$ cat src/rtl/output_sequencer.sv
// ---------------------------------------------------------------------------
// output_sequencer
//
// Sequencer for the histogram-equalization output pipeline. After a frame
// Start it scans the CDF RAM for the first non-zero word and publishes it as
// CdfMin. It then streams every pixel through a pixel-RAM lookup followed by
// a CDF-RAM lookup, and hands each CDF value to the expression stage with a
// one-cycle strobe.
//
// Ports
//   clock      : single clock, rising edge
//   reset_n    : asynchronous active-low reset
//   Start      : one-cycle frame request, honoured only in IDLE
//   Ready      : downstream issue enable, sampled in RUN
//   PixRd      : pixel RAM read strobe
//   PixAddr    : pixel RAM address
//   PixData    : pixel RAM read data (valid the cycle after PixRd)
//   CdfRd      : CDF RAM read strobe
//   CdfAddr    : CDF RAM address
//   CdfData    : CDF RAM read data (valid the cycle after CdfRd)
//   CdfMin     : first non-zero CDF word, stable from end of SCAN to next Start
//   ExprStart  : strobe to the expression stage
//   ExprData   : CDF value for the expression stage
//   Busy       : high from the cycle after an accepted Start through Done
//   Done       : one-cycle pulse aligned with the last expression result
// ---------------------------------------------------------------------------
module output_sequencer #(
  parameter int PIXELS = 65536,
  parameter int ADDR_W = 16,
  parameter int CDF_W  = 20
) (
  input  logic              clock,
  input  logic              reset_n,
  input  logic              Start,
  input  logic              Ready,
  output logic              PixRd,
  output logic [ADDR_W-1:0] PixAddr,
  input  logic [7:0]        PixData,
  output logic              CdfRd,
  output logic [7:0]        CdfAddr,
  input  logic [CDF_W-1:0]  CdfData,
  output logic [CDF_W-1:0]  CdfMin,
  output logic              ExprStart,
  output logic [CDF_W-1:0]  ExprData,
  output logic              Busy,
  output logic              Done
);

  typedef enum logic [1:0] {
    S_IDLE  = 2'd0,
    S_SCAN  = 2'd1,
    S_RUN   = 2'd2,
    S_DRAIN = 2'd3
  } state_t;

  localparam logic [ADDR_W-1:0] LAST_PIX = ADDR_W'(PIXELS - 1);

  state_t            state_q,      state_d;
  // Bit 8 set means all 256 CDF addresses have been issued; the counter
  // stops there instead of wrapping back to address 0.
  logic [8:0]        scan_addr_q,  scan_addr_d;
  // A SCAN read was issued last cycle, so CdfData is worth checking now.
  logic              scan_chk_q,   scan_chk_d;
  logic [ADDR_W-1:0] pix_cnt_q,    pix_cnt_d;
  // Stage B valid: a pixel read was issued last cycle.
  logic              pix_vld_q,    pix_vld_d;
  // Stage C valid: a CDF lookup was issued last cycle.
  logic              expr_start_q, expr_start_d;
  logic              done_q,       done_d;
  logic [CDF_W-1:0]  cdf_min_q,    cdf_min_d;

  always_ff @(posedge clock or negedge reset_n) begin
    if (!reset_n) begin
      state_q      <= S_IDLE;
      scan_addr_q  <= '0;
      scan_chk_q   <= 1'b0;
      pix_cnt_q    <= '0;
      pix_vld_q    <= 1'b0;
      expr_start_q <= 1'b0;
      done_q       <= 1'b0;
      cdf_min_q    <= '0;
    end else begin
      state_q      <= state_d;
      scan_addr_q  <= scan_addr_d;
      scan_chk_q   <= scan_chk_d;
      pix_cnt_q    <= pix_cnt_d;
      pix_vld_q    <= pix_vld_d;
      expr_start_q <= expr_start_d;
      done_q       <= done_d;
      cdf_min_q    <= cdf_min_d;
    end
  end

  always_comb begin
    state_d      = state_q;
    scan_addr_d  = scan_addr_q;
    scan_chk_d   = 1'b0;
    pix_cnt_d    = pix_cnt_q;
    pix_vld_d    = 1'b0;
    expr_start_d = 1'b0;
    done_d       = 1'b0;
    cdf_min_d    = cdf_min_q;
    PixRd        = 1'b0;
    PixAddr      = '0;
    CdfRd        = 1'b0;
    CdfAddr      = '0;

    unique case (state_q)
      S_IDLE: begin
        if (Start) begin
          state_d     = S_SCAN;
          scan_addr_d = '0;
          pix_cnt_d   = '0;
          cdf_min_d   = '0;
        end
      end

      S_SCAN: begin
        CdfRd      = ~scan_addr_q[8];
        CdfAddr    = scan_addr_q[7:0];
        scan_chk_d = ~scan_addr_q[8];
        if (!scan_addr_q[8]) begin
          scan_addr_d = scan_addr_q + 9'd1;
        end
        if (scan_chk_q) begin
          if (CdfData != '0) begin
            // The read issued in this same cycle is speculative and is
            // simply never looked at.
            cdf_min_d = CdfData;
            state_d   = S_RUN;
          end else if (scan_addr_q[8]) begin
            // Word 255 was just checked and was zero: CdfMin stays 0.
            state_d = S_RUN;
          end
        end
      end

      S_RUN: begin
        PixRd        = Ready;
        PixAddr      = pix_cnt_q;
        pix_vld_d    = Ready;
        CdfRd        = pix_vld_q;
        CdfAddr      = pix_vld_q ? PixData : 8'd0;
        expr_start_d = pix_vld_q;
        if (Ready) begin
          pix_cnt_d = pix_cnt_q + ADDR_W'(1);
          if (pix_cnt_q == LAST_PIX) begin
            state_d = S_DRAIN;
          end
        end
      end

      S_DRAIN: begin
        CdfRd        = pix_vld_q;
        CdfAddr      = pix_vld_q ? PixData : 8'd0;
        expr_start_d = pix_vld_q;
        // Final ExprStart is the one with nothing behind it in stage B;
        // Done follows it by one cycle, matching the expression register.
        done_d = expr_start_q & ~pix_vld_q;
        if (done_q) begin
          state_d = S_IDLE;
        end
      end

      default: state_d = S_IDLE;
    endcase
  end

  assign CdfMin    = cdf_min_q;
  assign ExprStart = expr_start_q;
  // Gated so the expression input reads 0 whenever no value is presented.
  assign ExprData  = expr_start_q ? CdfData : '0;
  assign Busy      = (state_q != S_IDLE);
  assign Done      = done_q;

endmodule

$ cat config.mk
export PLATFORM = sky130hd
export DESIGN_NAME = output_sequencer
export DESIGN_NICKNAME = d
export VERILOG_FILES = /design/src/rtl/output_sequencer.sv
export SDC_FILE = /design/constraint.sdc
export NUM_CORES = 1
export LEC_CHECK = 0
export ABC_AREA = 1
export CAP_MARGIN = 20
export CORE_MARGIN = 4
export CORE_UTILIZATION = 30
export CTS_CLUSTER_SIZE = 8
export DETAILED_ROUTE_END_ITERATION = 8
export PLACE_DENSITY = 0.67
export SLEW_MARGIN = 40
export SYNTH_ARGS = -nofsm -noshare
export SYNTH_HDL_FRONTEND = slang
export SYNTH_SLANG_ARGS = --single-unit
$ cat constraint.sdc
create_clock -name clock -period 1.8 [get_ports clock]
set_input_delay 0.27 -clock clock [delete_from_list [all_inputs] [get_ports clock]]
set_output_delay 0.27 -clock clock [all_outputs]
set_load 0.02 [all_outputs]
==> results of run 1 <==
state kept, by name (all words and copies together) (netlist names):
signal and count:
pix_cnt_q 16, pix_vld_q 1, Done 1, scan_addr_q 9
ExprStart 1, scan_chk_q 1, state_q 2, CdfMin 20
worst register-to-register path: stages (launching register included):
cell	delay (ps)
sky130_fd_sc_hd__dfrtp_2	460
sky130_fd_sc_hd__buf_6	130
sky130_fd_sc_hd__buf_6	110
sky130_fd_sc_hd__ha_4	170
sky130_fd_sc_hd__buf_6	130
sky130_fd_sc_hd__o21ai_4	210
sky130_fd_sc_hd__nor2_2	80
sky130_fd_sc_hd__nand2_2	80
sky130_fd_sc_hd__buf_6	150
sky130_fd_sc_hd__clkbuf_16	160
sky130_fd_sc_hd__nand3_2	60
sky130_fd_sc_hd__o21ai_1	70
path summary, 6_finish.rpt:
kind | startpoint | endpoint | slack [ps] | cells past startpoint
hold / removal | pix_vld_q$_DFF_PN0_ | Done$_DFF_PN0_ | 470 | 1
setup / recovery | state_q[0]$_DFFE_PN0P_ | CdfAddr[2] | -140 | 8
min in group asynchronous | reset_n | CdfMin[2]$_DFFE_PN0P_ | 480 | 3
hold reg to reg | pix_vld_q$_DFF_PN0_ | Done$_DFF_PN0_ | 470 | 1
setup reg to reg | state_q[0]$_DFFE_PN0P_ | CdfMin[5]$_DFFE_PN0P_ | -80 | 11
max in group asynchronous | reset_n | state_q[0]$_DFFE_PN0P_ | 900 | 3
layer usage:
metal	global-route usage [%]	wire, um	part of all wire, %
met2	27.2	4950	49
met5	0	0	0
met4	4.57	174	1.7
met3	4.72	647	6.4
met1	20.9	4390	43
power breakdown:
part | total (W) | leakage, nW | internal, W | switching [W]
registers | 0.00155 | 0.699 | 0.00135 | 0.000205
clock network | 0.000712 | 0.0484 | 0.000316 | 0.000396
logic | 0.00433 | 1.92 | 0.00201 | 0.00231
per-stage QoR:
step                      util (%)  worst slack (ps)  setup TNS (ps)  hold slack, ps
after floorplan                  -              44.8               0           -25.6
after global placement        44.0              -216           -5780             259
after detailed placement      44.0              -292          -11190             262
after CTS                     47.0             -89.8           -1340             467
after global routing          51.7              -202           -5900             490
final                         51.7              -138           -2370             467
area by class of cell:
cell class              instances  area, um^2
flip-flops and latches         51        1280
repair buffers                154        1610
inverters                      72         279
clock inverters                 1        8.76
well taps                     136         170
fillers                       961        4970
clock buffers                   7        86.3
multi-input cells             315        1880
cells in the mapped netlist (2+ instances only):
library cell / instances / area [um^2]
sky130_fd_sc_hd__buf_2: 2 / 10.0
sky130_fd_sc_hd__buf_4: 5 / 37.5
sky130_fd_sc_hd__dfrtp_1: 51 / 1280
sky130_fd_sc_hd__nor3_1: 4 / 20.0
sky130_fd_sc_hd__nand4_1: 11 / 68.8
sky130_fd_sc_hd__xor2_1: 2 / 17.5
sky130_fd_sc_hd__inv_2: 6 / 22.5
sky130_fd_sc_hd__ha_1: 6 / 75.1
sky130_fd_sc_hd__nand3_1: 37 / 185
sky130_fd_sc_hd__nand2_1: 141 / 529
sky130_fd_sc_hd__nor3b_1: 2 / 15.0
sky130_fd_sc_hd__clkbuf_2: 2 / 10.0
sky130_fd_sc_hd__nand2_2: 5 / 31.3
sky130_fd_sc_hd__a21oi_1: 17 / 85.1
sky130_fd_sc_hd__o21ai_1: 9 / 45.0
sky130_fd_sc_hd__o21ai_0: 20 / 100
sky130_fd_sc_hd__clkbuf_1: 7 / 26.3
sky130_fd_sc_hd__nor2_1: 47 / 176
sky130_fd_sc_hd__nor2_2: 2 / 12.5
sky130_fd_sc_hd__inv_1: 65 / 244
logic make-up (layout without fill, tap and decap cells):
kind of cell | after synthesis | after routing | share of synthesized area (%)
adders and majority gates | 6 | 6 | 2.39
and+or+nand+nor | 254 | 254 | 35.3
DFF | 51 | 51 | 40.7
xor gates and xnor gates | 2 | 2 | 0.558
AOI/OAI and AO/OA | 53 | 53 | 9.41
buffers and inverters | 89 | 234 | 11.6
repair_timing:
| action | 4_1_cts | 5_1_grt |
|---|---|---|
| setup endpoints to repair | 94 | 65 |
| gates cloned | 5 | 3 |
| hold endpoints to repair | 18 | 0 |
| gates resized for setup | 167 | 148 |
| buffers inserted | 6 | 5 |
| hold buffers | 1 | 0 |
| pin swaps | 8 | 21 |
==> impl.org, run 1 <==
** Run status
- The run finished, with violations left.
- The final reports fail on negative setup slack.

** Placed design
- Cell area reported after detailed placement :: 0.00452 mm^2
- Once detailed placement completed, the half-perimeter wirelength came to between 6000 and 7000 um.
- In this run, placement finished with an instance count of roughly 700.
- Number of I/O port buffers :: 100
- The congestion estimate from routability-driven global placement came to 0.844.

** Layout
- Final design area excluding fillers :: 0.00531 mm^2
- P&R area growth vs syn :: 69.3%
- Commonest cells after routing, fill and taps aside :: sky130_fd_sc_hd__nand2_1, sky130_fd_sc_hd__inv_1, sky130_fd_sc_hd__clkdlybuf4s50_1, sky130_fd_sc_hd__dfrtp_1, sky130_fd_sc_hd__nor2_1
- Once layout is complete, the cells apart from fillers number 736.
- Of the cells placed in the final design, the portion with a size suffix greater than 1 is about a third.
- After the last flow step, the layout net total stands at 637.
- Leaving out fill and tap cells, the most frequent cell in the layout is sky130_fd_sc_hd__nand2_1.
- Antenna Cells :: 0

** STA
- For the pin with the worst max-slew slack, the measured transition is 451 ps.
- The hold violation total from the final report was 0.
- In the post-route analysis, the smallest setup slack over all paths is -138 ps.
- Across the routed clock network, the largest skew measured is 11.6 ps.
- Share of the cycle needed by the critical path after routing :: 108%
- The count of pins over their slew limit was 0.
- Worst rel slew slack :: around 70%
- For this run, the top clock speed supported by timing is 516 MHz.
- Unrepaired setup endpoints after global routing :: yes
- Setup violations remaining at the end of the flow were counted as 39.
- Final min period :: between 1500 and 2000 ps

** Synthesis
- Share of synthesized registers carrying an async set or reset :: 100%
- Yosys warns :: 0
- Cells after Synth :: 455
- Post-synth EDFFs :: 0
- In the synthesized netlist the dominant register cell turns out to be sky130_fd_sc_hd__dfrtp_1.
- Counting flops and latches in the post-synthesis netlist gives 51.
- Combined area of all synthesized cells :: 0.00314 mm^2
- Syn Area/Cell :: 6.90 um^2
- Syn Nets :: around 500
- Distinct cell type count of the synthesized netlist :: 34
- Of the synthesized area, sequential elements account for about 41%.

** Setup path
- Together, buffers and inverters on the worst path number 4.
- At the worst endpoint, the required time is between 1500 and 2000 ps.
- Worst-path cell with the longest stage delay :: sky130_fd_sc_hd__dfrtp_2
- Max stage delay on crit path :: 430 ps
- Crit path max-delay family :: buffers and inverters
- Worst Setup Path Type :: reg -> out
- In this run the worst path has a maximum fanout of 4.
- The signal on the critical path passes through inv_2 -> ha_4 -> o21ai_2 -> clkinv_2 -> buf_2 -> nand2_1 -> a21oi_2 -> buf_4.
- WP data arrival :: 1670 ps
- Critical path startpoint category :: flip-flop
- Category of the worst setup path capture point :: output pin

** Drt
- ANT nets after route :: 0
- Ratio of routed vias to standard cells :: 4.66
- The detailed router finished its first iteration with ~130 violations.
- For this run, the detailed router's first-pass iteration total came to 4.
- For this block, the via count after detailed routing is ~3400.
- Wire per inst :: between 10 and 15 um
- Number of DRC violations after detailed routing :: 0
- Total wirelength of the detailed-routed design :: 10200 um

** Clocking
- Clock H-tree levels :: 2
- Number of buffers on the longest clock path :: 2
- TritonCTS clock tree :: done
- The clock net in this run drives a total of 51 sinks.
- Clock transition time at the flip-flop clock pins of the worst setup and hold paths :: around 100 ps
- Clock buffer count from CTS :: 5
- The tree is rooted in a sky130_fd_sc_hd__clkbuf_8.
- Clock latency on the worst-skew pair, taken at its later pin, is 310 ps.

** Die
- Overall die width :: around 110 um
- Std cell rows :: 37
- During I/O placement, the number of pins put on the boundary was approximately 100.
- The region available for standard cell placement spans 0.0103 mm^2.
- Height of the die :: 110 um
- For this configuration, the core starts out at a cell density of 30.5%.
- Die outline area :: 0.0122 mm^2

** GRT
- Via count of the first global-routing pass :: 3333
- In the global route stage, overall resource usage came out at between 15 and 20%.
- Summed over all layers, the global routing overflow is 0.
- Pin count of the biggest net entering global routing :: 34
- The initial antenna violation count is 0.
- The first global-routing pass estimated 15800 um of wire.

** Power
- For this design the ratio of total power to cell area is 1240 mW/mm^2.
- Summed over all cells, the static leakage comes to roughly 2.7 nW.
- Max VDD drop :: 0.592 mV
- The design draws 0.00659 W.

** Worst hold path
- The path class of the tightest hold or removal check is reg -> reg.

** Flow run
- Max-cap violations in this run came to 0.
(Power assumes the default switching activity.)
==> run 2: changes to the inputs <==
Settings changed: ABC_CLOCK_PERIOD_IN_PS set to 1800.
==> results of run 2 <==
The final DEF is identical to that of run 1; final timing and power are the same.
